$ cat src/rtl/i2c_txbuf_scheduler_if.sv
// Handshake bundle between the host writer, the ping-pong TX buffer scheduler
// and the I2C TX controller.
interface i2c_txbuf_scheduler_if #(
   parameter int DATA_W = 8,
   parameter int CNT_W  = 6
);
   logic              host_start;
   logic [CNT_W-1:0]  burst_len;
   logic              host_wr_valid;
   logic              host_wr_ready;
   logic [DATA_W-1:0] host_wr_data;
   logic              start_tx;
   logic              byte_valid;
   logic [DATA_W-1:0] byte_data;
   logic              byte_take;
   logic              byte_ack;
   logic              byte_nack;
   logic              send_stop;
   logic              stop_done;
   logic              busy;
   logic              burst_done;
   logic              abort;
   logic              buf_sel;

   modport master (
      output host_start, burst_len, host_wr_valid, host_wr_data,
      output byte_take, byte_ack, byte_nack, stop_done,
      input  host_wr_ready, start_tx, byte_valid, byte_data,
      input  send_stop, busy, burst_done, abort, buf_sel
   );

   modport slave (
      input  host_start, burst_len, host_wr_valid, host_wr_data,
      input  byte_take, byte_ack, byte_nack, stop_done,
      output host_wr_ready, start_tx, byte_valid, byte_data,
      output send_stop, busy, burst_done, abort, buf_sel
   );
endinterface

$ cat src/rtl/i2c_txbuf_scheduler.sv
// Ping-pong TX buffer scheduler: owns two byte buffers, feeds the I2C controller
// alternately from them, counts the burst and sequences START/STOP requests.
module i2c_txbuf_scheduler #(
   parameter int DATA_W = 8,
   parameter int CNT_W  = 6
) (
   input logic                  clk,
   input logic                  rst,
   i2c_txbuf_scheduler_if.slave bus
);
   typedef enum logic [1:0] {
      IDLE = 2'd0,
      FILL = 2'd1,
      RUN  = 2'd2,
      STOP = 2'd3
   } state_t;

   state_t            state_r, state_s;
   logic [DATA_W-1:0] buf_r [2];
   logic [1:0]        full_r, full_s;
   logic              wr_ptr_r, wr_ptr_s;
   logic              rd_ptr_r, rd_ptr_s;
   logic [CNT_W-1:0]  in_cnt_r, in_cnt_s;
   logic [CNT_W-1:0]  out_cnt_r, out_cnt_s;
   logic [CNT_W-1:0]  ack_cnt_r, ack_cnt_s;
   logic [CNT_W-1:0]  len_r, len_s;
   logic [CNT_W-1:0]  ack_inc_s;
   logic              abort_flag_r, abort_flag_s;
   logic              start_tx_r, start_tx_s;
   logic              burst_done_r, burst_done_s;
   logic              abort_r, abort_s;
   logic              wr_ready_s, wr_en_s, take_en_s;

   // Handshake qualifiers; ready is built from registered flags only, so byte_take never reaches it.
   always_comb begin
      wr_ready_s = ((state_r == FILL) || (state_r == RUN)) && !full_r[wr_ptr_r] && (in_cnt_r < len_r);
      wr_en_s    = bus.host_wr_valid && wr_ready_s;
      take_en_s  = (state_r == RUN) && bus.byte_take && full_r[rd_ptr_r];
      ack_inc_s  = ack_cnt_r + CNT_W'(1);
   end

   // Next-state, buffer ownership bookkeeping and pulse generation.
   always_comb begin
      state_s      = state_r;
      full_s       = full_r;
      wr_ptr_s     = wr_ptr_r;
      rd_ptr_s     = rd_ptr_r;
      in_cnt_s     = in_cnt_r;
      out_cnt_s    = out_cnt_r;
      ack_cnt_s    = ack_cnt_r;
      len_s        = len_r;
      abort_flag_s = abort_flag_r;
      start_tx_s   = 1'b0;
      burst_done_s = 1'b0;
      abort_s      = 1'b0;

      if (wr_en_s) begin
         full_s[wr_ptr_r] = 1'b1;
         wr_ptr_s         = ~wr_ptr_r;
         in_cnt_s         = in_cnt_r + CNT_W'(1);
      end else begin
         wr_ptr_s = wr_ptr_r;
      end

      if (take_en_s) begin
         full_s[rd_ptr_r] = 1'b0;
         rd_ptr_s         = ~rd_ptr_r;
         out_cnt_s        = out_cnt_r + CNT_W'(1);
      end else begin
         rd_ptr_s = rd_ptr_r;
      end

      case (state_r)
         IDLE: begin
            // Pointers restart at buffer 0 so a burst cut short by NACK cannot leave them skewed.
            if (bus.host_start && (bus.burst_len != {CNT_W{1'b0}})) begin
               state_s      = FILL;
               len_s        = bus.burst_len;
               in_cnt_s     = {CNT_W{1'b0}};
               out_cnt_s    = {CNT_W{1'b0}};
               ack_cnt_s    = {CNT_W{1'b0}};
               wr_ptr_s     = 1'b0;
               rd_ptr_s     = 1'b0;
               full_s       = 2'b00;
               abort_flag_s = 1'b0;
            end else begin
               state_s = IDLE;
            end
         end
         FILL: begin
            if (wr_en_s) begin
               state_s    = RUN;
               start_tx_s = 1'b1;
            end else begin
               state_s = FILL;
            end
         end
         RUN: begin
            if (bus.byte_nack) begin
               full_s       = 2'b00;
               abort_flag_s = 1'b1;
               state_s      = STOP;
            end else if (bus.byte_ack) begin
               ack_cnt_s = ack_inc_s;
               if (ack_inc_s == len_r) begin
                  state_s = STOP;
               end else begin
                  state_s = RUN;
               end
            end else begin
               state_s = RUN;
            end
         end
         STOP: begin
            if (bus.stop_done) begin
               if (abort_flag_r) begin
                  abort_s = 1'b1;
               end else begin
                  burst_done_s = 1'b1;
               end
               abort_flag_s = 1'b0;
               state_s      = IDLE;
            end else begin
               state_s = STOP;
            end
         end
         default: begin
            state_s = IDLE;
         end
      endcase
   end

   // Control state and counters.
   always_ff @(posedge clk) begin
      if (rst) begin
         state_r      <= IDLE;
         full_r       <= 2'b00;
         wr_ptr_r     <= 1'b0;
         rd_ptr_r     <= 1'b0;
         in_cnt_r     <= {CNT_W{1'b0}};
         out_cnt_r    <= {CNT_W{1'b0}};
         ack_cnt_r    <= {CNT_W{1'b0}};
         len_r        <= {CNT_W{1'b0}};
         abort_flag_r <= 1'b0;
         start_tx_r   <= 1'b0;
         burst_done_r <= 1'b0;
         abort_r      <= 1'b0;
      end else begin
         state_r      <= state_s;
         full_r       <= full_s;
         wr_ptr_r     <= wr_ptr_s;
         rd_ptr_r     <= rd_ptr_s;
         in_cnt_r     <= in_cnt_s;
         out_cnt_r    <= out_cnt_s;
         ack_cnt_r    <= ack_cnt_s;
         len_r        <= len_s;
         abort_flag_r <= abort_flag_s;
         start_tx_r   <= start_tx_s;
         burst_done_r <= burst_done_s;
         abort_r      <= abort_s;
      end
   end

   // Byte storage; cleared on reset so byte_data reads zero afterwards.
   always_ff @(posedge clk) begin
      if (rst) begin
         buf_r[0] <= {DATA_W{1'b0}};
         buf_r[1] <= {DATA_W{1'b0}};
      end else if (wr_en_s) begin
         buf_r[wr_ptr_r] <= bus.host_wr_data;
      end else begin
         buf_r[wr_ptr_r] <= buf_r[wr_ptr_r];
      end
   end

   assign bus.host_wr_ready = wr_ready_s;
   assign bus.byte_valid    = full_r[rd_ptr_r];
   assign bus.byte_data     = buf_r[rd_ptr_r];
   assign bus.start_tx      = start_tx_r;
   assign bus.send_stop     = (state_r == STOP);
   assign bus.busy          = (state_r != IDLE);
   assign bus.burst_done    = burst_done_r;
   assign bus.abort         = abort_r;
   assign bus.buf_sel       = rd_ptr_r;
endmodule

$ cat src/flat_wrapper.sv
// flat-port wrapper written by rule: the top's interface ports become plain ports
module i2c_txbuf_scheduler_flat 
#(
   parameter int DATA_W = 8,
   parameter int CNT_W  = 6
)
  (clk, rst, bus_host_start, bus_burst_len, bus_host_wr_valid, bus_host_wr_data, bus_byte_take, bus_byte_ack, bus_byte_nack, bus_stop_done, bus_host_wr_ready, bus_start_tx, bus_byte_valid, bus_byte_data, bus_send_stop, bus_busy, bus_burst_done, bus_abort, bus_buf_sel);
  i2c_txbuf_scheduler_if #(.DATA_W(DATA_W), .CNT_W(CNT_W)) bus_i ();
  input logic clk;
  input logic rst;
  input wire logic [$bits(bus_i.host_start)-1:0] bus_host_start;
  input wire logic [$bits(bus_i.burst_len)-1:0] bus_burst_len;
  input wire logic [$bits(bus_i.host_wr_valid)-1:0] bus_host_wr_valid;
  input wire logic [$bits(bus_i.host_wr_data)-1:0] bus_host_wr_data;
  input wire logic [$bits(bus_i.byte_take)-1:0] bus_byte_take;
  input wire logic [$bits(bus_i.byte_ack)-1:0] bus_byte_ack;
  input wire logic [$bits(bus_i.byte_nack)-1:0] bus_byte_nack;
  input wire logic [$bits(bus_i.stop_done)-1:0] bus_stop_done;
  output wire logic [$bits(bus_i.host_wr_ready)-1:0] bus_host_wr_ready;
  output wire logic [$bits(bus_i.start_tx)-1:0] bus_start_tx;
  output wire logic [$bits(bus_i.byte_valid)-1:0] bus_byte_valid;
  output wire logic [$bits(bus_i.byte_data)-1:0] bus_byte_data;
  output wire logic [$bits(bus_i.send_stop)-1:0] bus_send_stop;
  output wire logic [$bits(bus_i.busy)-1:0] bus_busy;
  output wire logic [$bits(bus_i.burst_done)-1:0] bus_burst_done;
  output wire logic [$bits(bus_i.abort)-1:0] bus_abort;
  output wire logic [$bits(bus_i.buf_sel)-1:0] bus_buf_sel;
  assign bus_i.host_start = bus_host_start;
  assign bus_i.burst_len = bus_burst_len;
  assign bus_i.host_wr_valid = bus_host_wr_valid;
  assign bus_i.host_wr_data = bus_host_wr_data;
  assign bus_i.byte_take = bus_byte_take;
  assign bus_i.byte_ack = bus_byte_ack;
  assign bus_i.byte_nack = bus_byte_nack;
  assign bus_i.stop_done = bus_stop_done;
  assign bus_host_wr_ready = bus_i.host_wr_ready;
  assign bus_start_tx = bus_i.start_tx;
  assign bus_byte_valid = bus_i.byte_valid;
  assign bus_byte_data = bus_i.byte_data;
  assign bus_send_stop = bus_i.send_stop;
  assign bus_busy = bus_i.busy;
  assign bus_burst_done = bus_i.burst_done;
  assign bus_abort = bus_i.abort;
  assign bus_buf_sel = bus_i.buf_sel;
  i2c_txbuf_scheduler #(.DATA_W(DATA_W), .CNT_W(CNT_W)) u_core (.clk(clk), .rst(rst), .bus(bus_i));
endmodule
$ cat config.mk
export PLATFORM = sky130hd
export DESIGN_NAME = i2c_txbuf_scheduler_flat
export DESIGN_NICKNAME = d
export VERILOG_FILES = /design/src/rtl/i2c_txbuf_scheduler_if.sv /design/src/rtl/i2c_txbuf_scheduler.sv /design/src/flat_wrapper.sv
export SDC_FILE = /design/constraint.sdc
export NUM_CORES = 1
export LEC_CHECK = 0
export ABC_AREA = 1
export CORE_MARGIN = 4
export CORE_UTILIZATION = 53
export DETAILED_ROUTE_END_ITERATION = 8
export GPL_ROUTABILITY_DRIVEN = 1
export GPL_TIMING_DRIVEN = 0
export HOLD_SLACK_MARGIN = 0.02
export PLACE_DENSITY = 0.77
export RECOVER_POWER = 50
export SKIP_LAST_GASP = 1
export SLEW_MARGIN = 40
export SYNTH_ARGS = -nofsm -noshare
export SYNTH_HDL_FRONTEND = slang
export SYNTH_SLANG_ARGS = --single-unit
$ cat constraint.sdc
create_clock -name clk -period 2.5 [get_ports clk]
set_clock_uncertainty 0.05 [all_clocks]
set_input_delay 0.625 -clock clk [delete_from_list [all_inputs] [get_ports clk]]
set_output_delay 0.625 -clock clk [all_outputs]
set_load 0.01 [all_outputs]
* After elaboration in Yosys (flattened, before gate mapping)
Memory sizes are Yosys's and may differ from the RTL's. A register that Yosys moved wholly into a read port is not among the register bits.
Index checks and enable logic that the tools add are counted.
** Operators by class
- Eq/ne operators :: 10
- Reductions and logical operators :: 22
- $add $sub $neg :: 2
- Order comparisons :: 5
- Mux-type cells :: 52
- Bitwise gates (word level) :: 9
** Operators with widths (number)
- $mux 6 :: 6
- $mux 1 :: 31
- $mux 8 :: 2
- $mux 2 :: 7
- $add 6x1->6 const B :: 2
- $pmux 6 s2 :: 1
- $logic_and 1x1->1 :: 8
- $ne 2x2->1 const B :: 4
- $pmux 2 s4 :: 1
- $reduce_and 4->1 :: 2
- $reduce_or 8->1 :: 1
- $eq 6x6->1 :: 1
- $lt 6x6->1 :: 1
- $reduce_bool 6->1 :: 1
- $not 1->1 :: 5
- $eq 2x2->1 const B :: 2
- $lt 1x2->1 const B :: 2
- $pmux 2 s2 :: 1
- $reduce_and 2->1 :: 2
- $reduce_bool 2->1 :: 2
- $pmux 1 s3 :: 1
- $reduce_bool 3->1 :: 1
- $reduce_or 3->1 :: 1
- $and 2x2->2 :: 1
- 12 further kinds :: 14
** Word-level totals
- Memories :: 1
- Register bits :: 28
- Bits of input ports :: 22
- Output and inout port bits :: 16
- Logic and storage cells :: 112
- Bits in writable memories :: 16
** Memories
- u_core.buf_r :: words 2, bits a word 8, read ports 1, clocked after Yosys merged registers in 1, write ports 2, line i2c_txbuf_scheduler.sv:19 : logic [DATA_W-1:0] buf_r [2];

* Longest topological paths before layout
- Word-level depth :: 13
- Depth in mapped cells :: 12
- Depth with buffers taken out :: 12

* Least setup slack after synthesis
No wires, ideal clock.
- Path kind :: reg-to-reg
- From :: register u_core.len_r[5]
- To :: memory u_core.buf_r[0][0], enable pin
- Slack :: 453 ps
- Stages on the path, launching flop included :: 9
- Path buffers :: 0
- Arrival :: 1668 ps
- Clock period less this slack :: 2047 ps
- Data required time :: 2121 ps
- Path through :: dfxtp_1 > inv_1 > ha_1 > a21o_1 > nor2_1 > nand4_4 > nor2_1 > nand2_2 > nand2_1
** RTL lines
- start: declaration :: line i2c_txbuf_scheduler.sv:26 : logic [CNT_W-1:0] len_r, len_s;
- start signal: assignment :: line i2c_txbuf_scheduler.sv:143 : len_r <= {CNT_W{1'b0}};
- start signal: assignment :: line i2c_txbuf_scheduler.sv:156 : len_r <= len_s;
- end: declaration :: line i2c_txbuf_scheduler.sv:19

* Final worst setup path
- From :: register u_core.len_r[5]
- To :: output bus_host_wr_ready
** On the way
- Word-level cells in the longest chain between the ends :: 2
** RTL lines
- $lt 6x6->1 :: line i2c_txbuf_scheduler.sv:36 : wr_ready_s = ((state_r == FILL) || (state_r == RUN)) && !full_r[wr_ptr_r] && (in_cnt_r < len_r);
- $logic_and 1x1->1 :: line i2c_txbuf_scheduler.sv:36
- end: declaration :: line flat_wrapper.sv:19 : output wire logic [$bits(bus_i.host_wr_ready)-1:0] bus_host_wr_ready;
No other way between the ends.

==> metrics.yaml <==
clock_tree:
  clk_latency_ns: 0.30
  post_cts_buffers: 0
  tritoncts: "built"
  htreeDepth: 2
  clk_path_buf_depth: 2
  cts_hold_buf: 0
  clock_sinks: 44
  clock-root-buffer: "clkbuf_8"
  path_clk_slew_ns: 0.08
  cts-buffers-inserted: 5
sta:
  hold_slack_ns: 0.369
  period_share_pct: 98.8
  timing.fmax_ghz: 0.405
  fin_crit_ns: 2.47
  hold_violations: 0
  grt_setup_unrepaired: "yes"
  setup_tns_ns: 0
  slew_violations: 0
  layout_setup_ws_ns: 0.0308
  setup_viol: 0
  tightestPinTransition_ns: 0.468
  relSlewSlack_pct: 68.8
critical_path:
  crit_type: "register to primary output"
  cp_slowest_cell: "dfxtp_1"
  arrival_ns: 1.79
  crit_chain: "inv_1 -> ha_1 -> a21o_1 -> nor2_4 -> and3_1 -> dlygate4sd2_1"
  worst_setup_path_end_kind: "primary output"
  critical_path.max_stage_delay_ns: 0.36
  path_max_fanout: 3
  worstSetupStartpointType: "register"
  required_ns: 1.82
routing:
  drc: 0
  wl_met3_um: 276
  first_iter_violations: 119
  num_vias: 2036
  ant_nets: 0
  wl_met2_um: 2410
  viasPerCell: 5.21
  drt-total-wl_um: 4950
  met1Wirelength_um: 2200
  wire_per_inst_um: 12.7
  drt_pass1_iterations: 4
  topRoutingLayerUsed: "met4"
final_layout:
  drive_above_1_share_pct: 6.45
  nets: 374
  diodes: 0
  syn_to_final_growth_pct: 23.6
  fin_cells: 391
  fin_util_pct: 68.9
  fin_area_um2: 2800
global_routing:
  grt_pass1_wl_um: 8300
  grt_remaining_overflow: 0
  grt_use_total_pct: 20.0
  grt_max_degree: 15
  antenna_found_initial: 0
  grt_pass1_vias: 1871
power_and_ir_drop:
  p_leak_nw: 1.16
  p_per_area_nw_per_um2: 521
  ir_drop_v: 0.000456
  fin_total_pwr_mw: 1.45
place:
  place_area_um2: 2690
  portBuffers: 37
  hpwl_um: 3710
  gp_congestion: 0.857
  place_ws_ns: -0.119
  dp_cells: 383
hold_path:
  hp-class: "register to register"
synth:
  syn_inst: 296
  synth.area.mux_share_pct: 0
  ys_seq_area_share_pct: 46.0
  ys.warnings.count: 0
  yosys.area_share.simple_pct: 29.6
  yosysUniqueCellTypes: 29
  synthXorXnorAreaFrac_pct: 1.16
  synth-adder-area-share_pct: 6.64
  synth_top_family_by_area: "simple AND/OR/NAND/NOR gates"
  synth_seq_cells: 44
  avgSynthCellArea_um2: 7.64
  syn-cell-area_um2: 2260
  syn_nets: 330
  synth_compound_area_share_pct: 8.97
floorplanning:
  coreArea_um2: 4060
  dieWidth_um: 73.3
  die_area_um2: 5380
  fp.dieH_um: 73.3
  ios: 38
  row_count: 23
  start_util_pct: 55.7
job:
  maxCapViolCount: 0
status:
  status: "finished, final reports clean"
placed cells by master, fill, tap and decap left out:
cell / instances
nand2_1: 71
nor2_1: 42
inv_1: 33
clkdlybuf4s50_1: 30
dfxtp_1: 28
nand3_1: 24
a21oi_1: 17
edfxtp_1: 16
ha_1: 12
o21ai_0: 10
nor3_1: 9
dlygate4sd3_1: 6
clkbuf_8: 5
clkinvlp_4: 3
clkbuf_1: 3
nand2_2: 3
nand4_1: 3
a211oi_1: 3
inv_2: 2
clkinv_1: 2
buf_2: 2
xnor2_1: 2
a31oi_1: 2
clkbuf_2: 1
a21boi_1: 1
nor2_2: 1
o21ai_2: 1
a21o_1: 1
a21oi_2: 1
nor2_4: 1
and3_2: 1
and3_1: 1
nand4_4: 1
o211ai_1: 1
xor2_1: 1
dlygate4sd2_1: 1
metal layers:
| layer | track usage (%) | vias to the layer above |
|---|---|---|
| li1 | - | 1057 |
| met1 | 25.3 | 927 |
| met2 | 34.0 | 46 |
| met4 | 6.04 | 0 |
| met3 | 4.79 | 6 |
| met5 | 0 | - |
what timing repair did:
item	CTS	global route
pin swaps	1	1
hold endpoints to repair	0	0
endpoints found under the setup margin	9	18
gates resized for setup	4	6
sequential cells by signal (all words and copies together), names as in the netlist:
register and count:
u_core.buf_r 16, u_core.ack_cnt_r 6, u_core.in_cnt_r 6, u_core.len_r 6, u_core.full_r 2, u_core.state_r 2, u_core.abort_flag_r 1, u_core.bus.abort 1
u_core.bus.buf_sel 1, u_core.bus.burst_done 1, u_core.bus.start_tx 1, u_core.wr_ptr_r 1
where the power goes:
part	switching, mW	internal [mW]
registers	0.0169	0.772
logic	0.125	0.0988
clock network	0.250	0.193
cell type report:
cell class	instances	area, um2
fill	370	1260
multi-input combinational	209	1070
sequential	44	1040
timing repair buffer	37	369
inverter	37	143
clock buffer	5	68.8
tap	50	62.6
buffer	6	26.3
clock inverter	3	18.8
worst max-delay path: cells and delay by family, from the launching register on:
family / cells / cell delay [ns]
and+or+nand+nor: 2 / 0.28
buffers and inverters: 2 / 0.35
AOI/OAI and AO/OA: 1 / 0.19
DFF: 1 / 0.36
adders and majority gates: 1 / 0.32
cells by family (layout without fill, tap and decap cells):
group	after synthesis	count (layout)
XOR/XNOR	3	3
flip-flops	44	44
AO/OA/AOI/OAI	37	37
AND/OR/NAND/NOR	157	157
adder cells (fa/ha/maj)	12	12
buffers and inverters	43	88
final timing paths:
| kind | start | endpoint | slack (ns) | cells past startpoint |
|---|---|---|---|---|
| hold reg to reg | u_core.abort_flag_r$_SDFFE_PP0P_ | u_core.bus.burst_done$_SDFF_PP0_ | 0.37 | 1 |
| setup reg to reg | u_core.len_r[5]$_SDFFE_PP0P_ | u_core.buf_r[1][5]$_SDFFCE_PN0P_ | 0.16 | 8 |
| setup / recovery | u_core.len_r[5]$_SDFFE_PP0P_ | bus_host_wr_ready | 0.03 | 6 |
| hold / removal | u_core.abort_flag_r$_SDFFE_PP0P_ | u_core.bus.burst_done$_SDFF_PP0_ | 0.37 | 1 |
cells in the mapped netlist:
cell type  instances  area [um2]
clkinv_1           2        7.51
nand4_1            3        18.8
inv_2              3        11.3
a31oi_1            2        12.5
a211oi_1           3        22.5
and3_2             1        7.51
nor2_2             1        6.26
nor3_1             9        45.0
ha_1              12         150
a21o_1             1        7.51
dfxtp_1           28         561
a21oi_1           18        90.1
nand2_1           72         270
o21ai_0           10        50.1
inv_1             32         120
clkbuf_1           3        11.3
buf_6              1        11.3
xnor2_1            2        17.5
nand3_1           24         120
a21boi_1           1        7.51
nand4_4            1        21.3
nor2_1            43         161
edfxtp_1          16         480
o211ai_1           1        7.51
buf_2              2        10.0
and3_1             1        6.26
o21ai_1            1        5.00
nand2_2            2        12.5
xor2_1             1        8.76
(Power assumes the default switching activity.)
